$ cat config.mk
export PLATFORM = sky130hd
export DESIGN_NAME = tmr_word_voter
export DESIGN_NICKNAME = d
export VERILOG_FILES = /design/src/rtl/tmr_word_voter.sv
export SDC_FILE = /design/constraint.sdc
export NUM_CORES = 1
export LEC_CHECK = 0
export ABC_AREA = 1
export CAP_MARGIN = 40
export CORE_UTILIZATION = 42
export DETAILED_ROUTE_END_ITERATION = 6
export PLACE_DENSITY_LB_ADDON = 0.25
export REMOVE_ABC_BUFFERS = 1
export SLEW_MARGIN = 20
export SYNTH_ARGS = -nofsm -noshare
export SYNTH_HDL_FRONTEND = slang
export SYNTH_SLANG_ARGS = --single-unit
$ cat constraint.sdc
create_clock -name clk -period 5.3 [get_ports clk]
set_input_delay 1.06 -clock clk [delete_from_list [all_inputs] [get_ports clk]]
set_output_delay 1.06 -clock clk [all_outputs]
set_load 0.005 [all_outputs]
$ cat src/rtl/tmr_word_voter.sv
// Triple-modular-redundancy word voter with per-lane fault isolation.
// Degrades TMR -> DMR -> SIMPLEX -> FAILED as lanes accumulate consecutive disagreements.
module tmr_word_voter #(
  parameter int unsigned WIDTH        = 8,
  parameter int unsigned FAULT_THRESH = 4,
  parameter int unsigned CNT_W        = 8
) (
  input  logic             clk,
  input  logic             rst,
  input  logic             in_valid,
  input  logic [WIDTH-1:0] a,
  input  logic [WIDTH-1:0] b,
  input  logic [WIDTH-1:0] c,
  input  logic             clr_fault,
  input  logic [1:0]       err_cnt_sel,
  output logic             out_valid,
  output logic [WIDTH-1:0] y,
  output logic             mismatch,
  output logic [2:0]       lane_err,
  output logic [2:0]       lane_fault,
  output logic [1:0]       mode,
  output logic [CNT_W-1:0] err_cnt
);

  localparam logic [1:0] MODE_TMR     = 2'd0;
  localparam logic [1:0] MODE_DMR     = 2'd1;
  localparam logic [1:0] MODE_SIMPLEX = 2'd2;
  localparam logic [1:0] MODE_FAILED  = 2'd3;

  logic [2:0][WIDTH-1:0] lanes;
  logic [WIDTH-1:0]      maj;
  logic [1:0]            lo_idx, hi_idx;

  logic [WIDTH-1:0]      vote_y;
  logic                  vote_mis;
  logic [2:0]            vote_err;

  logic                  out_valid_q;
  logic [WIDTH-1:0]      y_q;
  logic                  mismatch_q;
  logic [2:0]            lane_err_q;
  logic [2:0]            fault_q, fault_d;
  logic [1:0]            mode_q, mode_d;
  logic [2:0][7:0]       cons_q, cons_d;
  logic [2:0][CNT_W-1:0] tot_q, tot_d;

  assign lanes = {c, b, a};
  assign maj   = (a & b) | (b & c) | (a & c);

  // lo_idx = lowest healthy lane, hi_idx = highest; equal in SIMPLEX
  always_comb begin
    lo_idx = 2'd0;
    hi_idx = 2'd0;
    for (int unsigned i = 3; i > 0; i--) begin
      if (!fault_q[i-1]) lo_idx = 2'(i-1);
    end
    for (int unsigned i = 0; i < 3; i++) begin
      if (!fault_q[i]) hi_idx = 2'(i);
    end
  end

  always_comb begin
    vote_y   = maj;
    vote_mis = 1'b0;
    vote_err = '0;
    case (mode_q)
      MODE_TMR: begin
        for (int unsigned i = 0; i < 3; i++) vote_err[i] = (lanes[i] != maj);
        vote_mis = |vote_err;
      end
      MODE_DMR: begin
        vote_y   = lanes[lo_idx];
        vote_mis = (lanes[lo_idx] != lanes[hi_idx]);
      end
      MODE_SIMPLEX: vote_y = lanes[lo_idx];
      MODE_FAILED:  vote_mis = !((a == b) && (b == c));
      default: ;
    endcase
  end

  // Fault accounting runs only in TMR, where every lane is still healthy
  always_comb begin
    cons_d  = cons_q;
    tot_d   = tot_q;
    fault_d = fault_q;
    if (in_valid && (mode_q == MODE_TMR)) begin
      for (int unsigned i = 0; i < 3; i++) begin
        if (vote_err[i]) begin
          cons_d[i] = cons_q[i] + 8'd1;
          if (tot_q[i] != '1) tot_d[i] = tot_q[i] + CNT_W'(1);
          if (cons_d[i] == 8'(FAULT_THRESH)) fault_d[i] = 1'b1;
        end else begin
          cons_d[i] = '0;
        end
      end
    end
    mode_d = 2'(fault_d[0]) + 2'(fault_d[1]) + 2'(fault_d[2]);
    if (clr_fault) begin
      cons_d  = '0;
      tot_d   = '0;
      fault_d = '0;
      mode_d  = MODE_TMR;
    end
  end

  always_ff @(posedge clk) begin
    if (rst) begin
      out_valid_q <= 1'b0;
      y_q         <= '0;
      mismatch_q  <= 1'b0;
      lane_err_q  <= '0;
      fault_q     <= '0;
      mode_q      <= MODE_TMR;
      cons_q      <= '0;
      tot_q       <= '0;
    end else begin
      out_valid_q <= in_valid;
      if (in_valid) begin
        y_q        <= vote_y;
        mismatch_q <= vote_mis;
        lane_err_q <= vote_err;
      end else begin
        mismatch_q <= 1'b0;
        lane_err_q <= '0;
      end
      fault_q <= fault_d;
      mode_q  <= mode_d;
      cons_q  <= cons_d;
      tot_q   <= tot_d;
    end
  end

  always_comb begin
    case (err_cnt_sel)
      2'd0:    err_cnt = tot_q[0];
      2'd1:    err_cnt = tot_q[1];
      2'd2:    err_cnt = tot_q[2];
      default: err_cnt = '0;
    endcase
  end

  assign out_valid  = out_valid_q;
  assign y          = y_q;
  assign mismatch   = mismatch_q;
  assign lane_err   = lane_err_q;
  assign lane_fault = fault_q;
  assign mode       = mode_q;

endmodule

==> flow_summary.json, run 1 <==
{
  "status": "complete, but fails checks",
  "violations": "design-rule violations",
  "cts_max_path_buffers": 2,
  "clkPwrFrac_pct": 41.6,
  "cp_slowest_cell": "clkdlybuf4s50_1",
  "path_cells": "clkdlybuf4s50_1 -> nor2_1 -> nand2_1 -> o221ai_1 -> clkdlybuf4s50_1",
  "hold_buffers": 0,
  "cp-startpoint": "err_cnt_sel[1]",
  "reg2reg_depth": 9,
  "required_ns": 4.24,
  "drv_slew": 0,
  "seq_power_share_pct": 42.9,
  "dp_hpwl_um": 9282,
  "diodes": 0,
  "drive_gt1_share_pct": 5.081,
  "cts_resized": 0,
  "synth_xor_area_share_pct": 5.735,
  "crit_fanout": 8,
  "min_from": "y[3]",
  "synth_top_family_by_area": "simple AND/OR/NAND/NOR gates",
  "worstMarginPinSlew_ns": 0.6611,
  "yosys.area.top_type_share_pct": 27.91,
  "switchingPower_uw": 323.3,
  "ir_worst_vdd_uv": 160.2,
  "syn_area_per_cell_um2": 6.296,
  "cts_tree": "built",
  "remaining_drc_errors": 9,
  "final_antenna_net_count": 0,
  "worst-path-buf-inv": 2,
  "max-slew-margin-rel_pct": 55.79,
  "synth_simple_gate_area_share_pct": 38.87,
  "synthAdderAreaFrac_pct": 7.558,
  "fin_skew_ns": 0.01230,
  "p_leak_nw": 2.454,
  "r2r_start": "mode[1]",
  "routed_wl_um": 12810,
  "via_per_inst": 5.242,
  "period_share_pct": 72.02,
  "drt-pass1-iter-count": 7,
  "vias": 4964,
  "io_buffers": 55,
  "synth.distinct_cells": 35,
  "die_w_um": 108.2,
  "rows": 38,
  "die_height_um": 108.2,
  "holdPathStages": 2,
  "endpoint_kind": "output port",
  "synth.cell_area_um2": 4735,
  "track_usage_pct": 23.07,
  "fmax_ghz": 0.2620,
  "drt_iter0_markers": 423,
  "die-area_um2": 11700,
  "grt_max_degree": 33,
  "grt_overflow": 0,
  "ys_warn_count": 0,
  "cp-start-kind": "input port",
  "cts_root_buffer": "clkbuf_8",
  "cts-buffers-inserted": 9,
  "hold_viol": 0,
  "syn_inst": 752,
  "avgRoutedWirePerCell_um": 13.53,
  "place.gp.congestion": 0.8742,
  "powerDensity_nw_per_um2": 212.5,
  "crit_top_cell": "clkdlybuf4s50_1",
  "cp.depth": 5,
  "min_period_ns": 3.817,
  "grt_first_pass_wirelength_um": 21420,
  "clock_latency_ns": 0.35,
  "htreeDepth": 3,
  "setup_violations": 0,
  "cts_setup_buffers": 0,
  "crit_type": "in -> out",
  "tns_ns": 0,
  "max_stage_delay_ns": 0.56,
  "maxCapViolCount": 0,
  "clock_sinks": 66,
  "grt_pass1_vias": 4531,
  "fin_nets": 860,
  "intPower_uw": 870.4,
  "synth_area_leaders": "dfxtp_1 28%, nand2_1 21%, nand3_1 8.8%",
  "rsz0062_at_grt": "no",
  "p_comb_share_pct": 15.5,
  "ys_seq_area_share_pct": 27.91,
  "p_total_mw": 1.194,
  "crit_family": "buffers and inverters",
  "antenna_found_initial": 0,
  "area_delta_synth_final_pct": 18.63,
  "muxShareOfSynthArea_pct": 0,
  "yosysTopAreaCell": "dfxtp_1",
  "pin_count": 56,
  "cp.arrival_ns": 2.76,
  "swShare_pct": 27.08,
  "synth-compound-area-share_pct": 11.34,
  "clk_pin_slew_ns": 0.07,
  "ys_ff_latch": 66,
  "min_path_type": "reg -> reg",
  "fillers": 1120,
  "coreArea_um2": 10890,
  "start_util_pct": 43.48
}
final cells by class:
class | instances | area [µm²] | share of cell area (%)
repair buffers | 57 | 565.5 | 10.07
inverters | 85 | 319.1 | 5.681
clock buffers | 12 | 155.1 | 2.762
well taps | 140 | 175.2 | 3.119
flip-flops and latches | 66 | 1321 | 23.52
clock inverters | 4 | 73.82 | 1.314
multi-input cells | 583 | 3007 | 53.53
power by group through the flow:
stage | clock network, mW | logic (mW) | registers (mW)
detailed placement | 0 | 0.183 | 0.524
global route | 0.530 | 0.208 | 0.513
global placement | 0 | 0.179 | 0.523
finish | 0.497 | 0.185 | 0.512
CTS | 0.508 | 0.184 | 0.512
floorplan | 0 | 0.101 | 0.523
state kept, by name, summed over array words and instances (netlist names):
| register | cells |
|---|---|
| lane_fault | 3 |
| cons_q | 24 |
| mismatch | 1 |
| lane_err | 3 |
| y | 8 |
| out_valid | 1 |
| mode | 2 |
| tot_q | 24 |
cells by family after synthesis:
family,after synthesis
fa+ha+maj,28
compound gates,97
simple gates,427
xor+xnor,31
buf+inv,103
flops,66
metal layers:
metal  vias up  share of wire (%)  global-route usage, %  routed length (µm)
met5         -                  0                      0                   0
met4         0                1.6                  7.632                 209
met3        15                6.5                  3.134                 829
met2       163                 46                  38.72                5957
met1      2249                 45                  30.31                5814
li1       2537                  -                      -                   -
cells in the final DEF, fill, tap and decap left out, types with 8 or more instances in the layout:
cell type,instances
nor2_2,8
a21oi_1,61
nand3_1,83
dfxtp_1,66
o21ai_0,20
xor2_1,23
clkdlybuf4s50_1,55
xnor2_1,8
inv_1,81
ha_1,27
nand2_1,263
nor2_1,41
clkbuf_8,11
cell usage after synthesis, drive strengths merged:
| library cell | count |
|---|---|
| o221ai | 5 |
| dfxtp | 66 |
| nand2b | 1 |
| clkinv | 1 |
| nand3b | 7 |
| or3b | 1 |
| nand3 | 85 |
| clkbuf | 11 |
| o211ai | 2 |
| o21ai | 20 |
| a211oi | 1 |
| xnor2 | 8 |
| nand2 | 266 |
| nor4 | 5 |
| fa | 1 |
| a31oi | 2 |
| ha | 27 |
| xor2 | 23 |
| inv | 84 |
| buf | 7 |
| a21oi | 67 |
| nand4 | 7 |
| nor2 | 50 |
| nor3 | 4 |
| or2 | 1 |
through the flow:
step	instance area [µm²]	setup slack, ns	hold slack (ns)	cells	util, %
finish	5617	1.483	0.4680	947	51.59
global route	5617	1.410	0.5002	947	51.59
CTS	5617	1.518	0.4743	947	51.59
detailed placement	5388	1.360	0.4622	931	49.48
global placement	5388	1.477	0.4539	931	49.48
floorplan	4647	2.225	0.4542	734	-
worst paths after layout:
kind | end | slack (ns)
worst min-delay path | y[3] | 0.47
worst min register to register | y[3] | 0.47
worst max-delay path | err_cnt[6] | 1.48
worst max register to register | mode[0] | 2.54
tightest hold or removal path: stages (launching register included):
cell	delay, ns
dfxtp_1	0.31
nand2_1	0.06
a21oi_1	0.06
Note: power is estimated with default switching activity, not from simulation.
==> run 2, diff against run 1 <==
==> constraint.sdc (replaced) <==
create_clock -name clk -period 3.6 [get_ports clk]
set_input_delay 0.72 -clock clk [delete_from_list [all_inputs] [get_ports clk]]
set_output_delay 0.72 -clock clk [all_outputs]
set_load 0.005 [all_outputs]
==> run 2 against run 1 <==
The flow now finishes without violations. Global-route usage increased by 0.54 points. Final cell count increased by 0.63%. First-iteration DRC count decreased by 14%. Total power increased by 46%. Wire length increased by 2.2%. Combinational power increased by 50%. Core utilization increased by 0.41 points. Die area unchanged. Register-to-register slack got worse by 1.2 ns. Clock power increased by 44%. Largest power group unchanged.
==> flow_summary.json, run 2 (synthesis results as in run 1) <==
{
  "status": "completed",
  "fmax_ghz": 0.3205,
  "powerDensity_nw_per_um2": 308.4,
  "rows": 38,
  "reg2reg_depth": 13,
  "dp_hpwl_um": 9546,
  "drive_gt1_share_pct": 5.781,
  "antenna_found_initial": 0,
  "fin_skew_ns": 0.008675,
  "hold_buffers": 0,
  "finalInstanceArea_um2": 5662,
  "cts-buffers-inserted": 9,
  "min_path_type": "reg -> reg",
  "final_core_util_pct": 52.00,
  "maxCapViolCount": 0,
  "final_antenna_net_count": 0,
  "tns_ns": 0,
  "cts_resized": 0,
  "via_per_inst": 5.218,
  "setup_violations": 0,
  "p_leak_nw": 2.486,
  "finalNonFillerCells": 953,
  "min_period_ns": 3.120,
  "cts_root_buffer": "clkbuf_8",
  "clock_sinks": 66,
  "drv_slew": 0,
  "reg2reg_slack_ns": 1.33,
  "die_height_um": 108.2,
  "avgRoutedWirePerCell_um": 13.73,
  "grt_pass1_vias": 4662,
  "vias": 4973,
  "io_buffers": 55,
  "clock_latency_ns": 0.34,
  "die_w_um": 108.2,
  "cts_max_path_buffers": 2,
  "cts_setup_buffers": 0,
  "start_util_pct": 43.48,
  "fillers": 1123,
  "routed_wl_um": 13090,
  "htreeDepth": 3,
  "endpoint_kind": "output port",
  "max-slew-margin-rel_pct": 62.33,
  "hold_viol": 0,
  "grt_overflow": 0,
  "holdPathStages": 2,
  "drt-pass1-iter-count": 5,
  "clk_pin_slew_ns": 0.07,
  "drt_iter0_markers": 364,
  "fin_nets": 866,
  "min_from": "y[2]",
  "r2r-end": "mismatch",
  "pin_count": 56,
  "grt_first_pass_wirelength_um": 21760,
  "diodes": 0,
  "cp-start-kind": "input port",
  "placed_area_um2": 5433,
  "crit_fanout": 8,
  "layout_commonest_cell": "nand2_1",
  "remaining_drc_errors": 0,
  "coreArea_um2": 10890,
  "period_share_pct": 86.68,
  "hold_path_end": "y[2]",
  "grt_max_degree": 40,
  "dp_cells": 937,
  "ir_worst_vdd_uv": 318.5,
  "p_total_mw": 1.746,
  "cts_tree": "built",
  "area_delta_synth_final_pct": 19.58,
  "worstMarginPinSlew_ns": 0.5644,
  "crit_type": "in -> out",
  "final_cell_mix": "263 x nand2_1, 83 x nand3_1, 82 x inv_1",
  "rsz0062_at_grt": "no",
  "track_usage_pct": 23.61,
  "die-area_um2": 11700,
  "place.gp.congestion": 0.9195,
  "required_ns": 2.88,
  "cp.arrival_ns": 2.40,
  "r2r_start": "lane_fault[1]"
}
## run 2: changes by cell type in the layout (fill, tap and decap cells not counted)
cell,before,now
buf_4,2,8
inv_1,81,82
clkinv_1,2,1
## run 2: worst max path at each step
stage,cells past startpoint,startpoint,to
after global placement,13,b[5],mode[0]
after floorplan,11,b[5],mode[0]
after detailed placement,13,b[3],mode[0]
after CTS,5,err_cnt_sel[1],err_cnt[6]
final,5,err_cnt_sel[1],err_cnt[6]
after global routing,13,b[5],mode[0]
## run 2: layout make-up
class | count | area (µm²) | share of cell area (%)
Tap cell | 140 | 175.2 | 3.094
Sequential cell | 66 | 1321 | 23.34
Multi-Input combinational cell | 583 | 3007 | 53.10
Clock buffer | 12 | 155.1 | 2.740
Timing Repair Buffer | 63 | 610.6 | 10.78
Inverter | 85 | 319.1 | 5.635
Clock inverter | 4 | 73.82 | 1.304
## run 2: power by group
group	leakage [nW]	switching, mW	total, mW	internal (mW)
registers	0.536	0.00957	0.754	0.744
logic	1.83	0.166	0.277	0.111
clock network	0.117	0.286	0.715	0.428
total	2.49	0.462	1.75	1.28
## run 2: metrics by stage
| stage | setup slack [ns] | hold slack (ns) |
|---|---|---|
| after CTS | 0.4713 | 0.4710 |
| after global routing | 0.3316 | 0.5048 |
| after floorplan | 0.8645 | 0.4542 |
| final | 0.4796 | 0.4691 |
| after detailed placement | 0.1947 | 0.4613 |
| after global placement | 0.3186 | 0.4539 |
## run 2: critical path: stages
cell and delay [ns]:
clkdlybuf4s50_1 0.49, nor2_1 0.41, nand2_1 0.11, o221ai_1 0.11
clkdlybuf4s50_1 0.55
## run 2: routing by layer
layer  GRT usage (%)  share of wire [%]
met5               0                  0
met4           8.415                2.1
met3           3.677                5.5
met2           38.99                 46
met1           31.04                 47
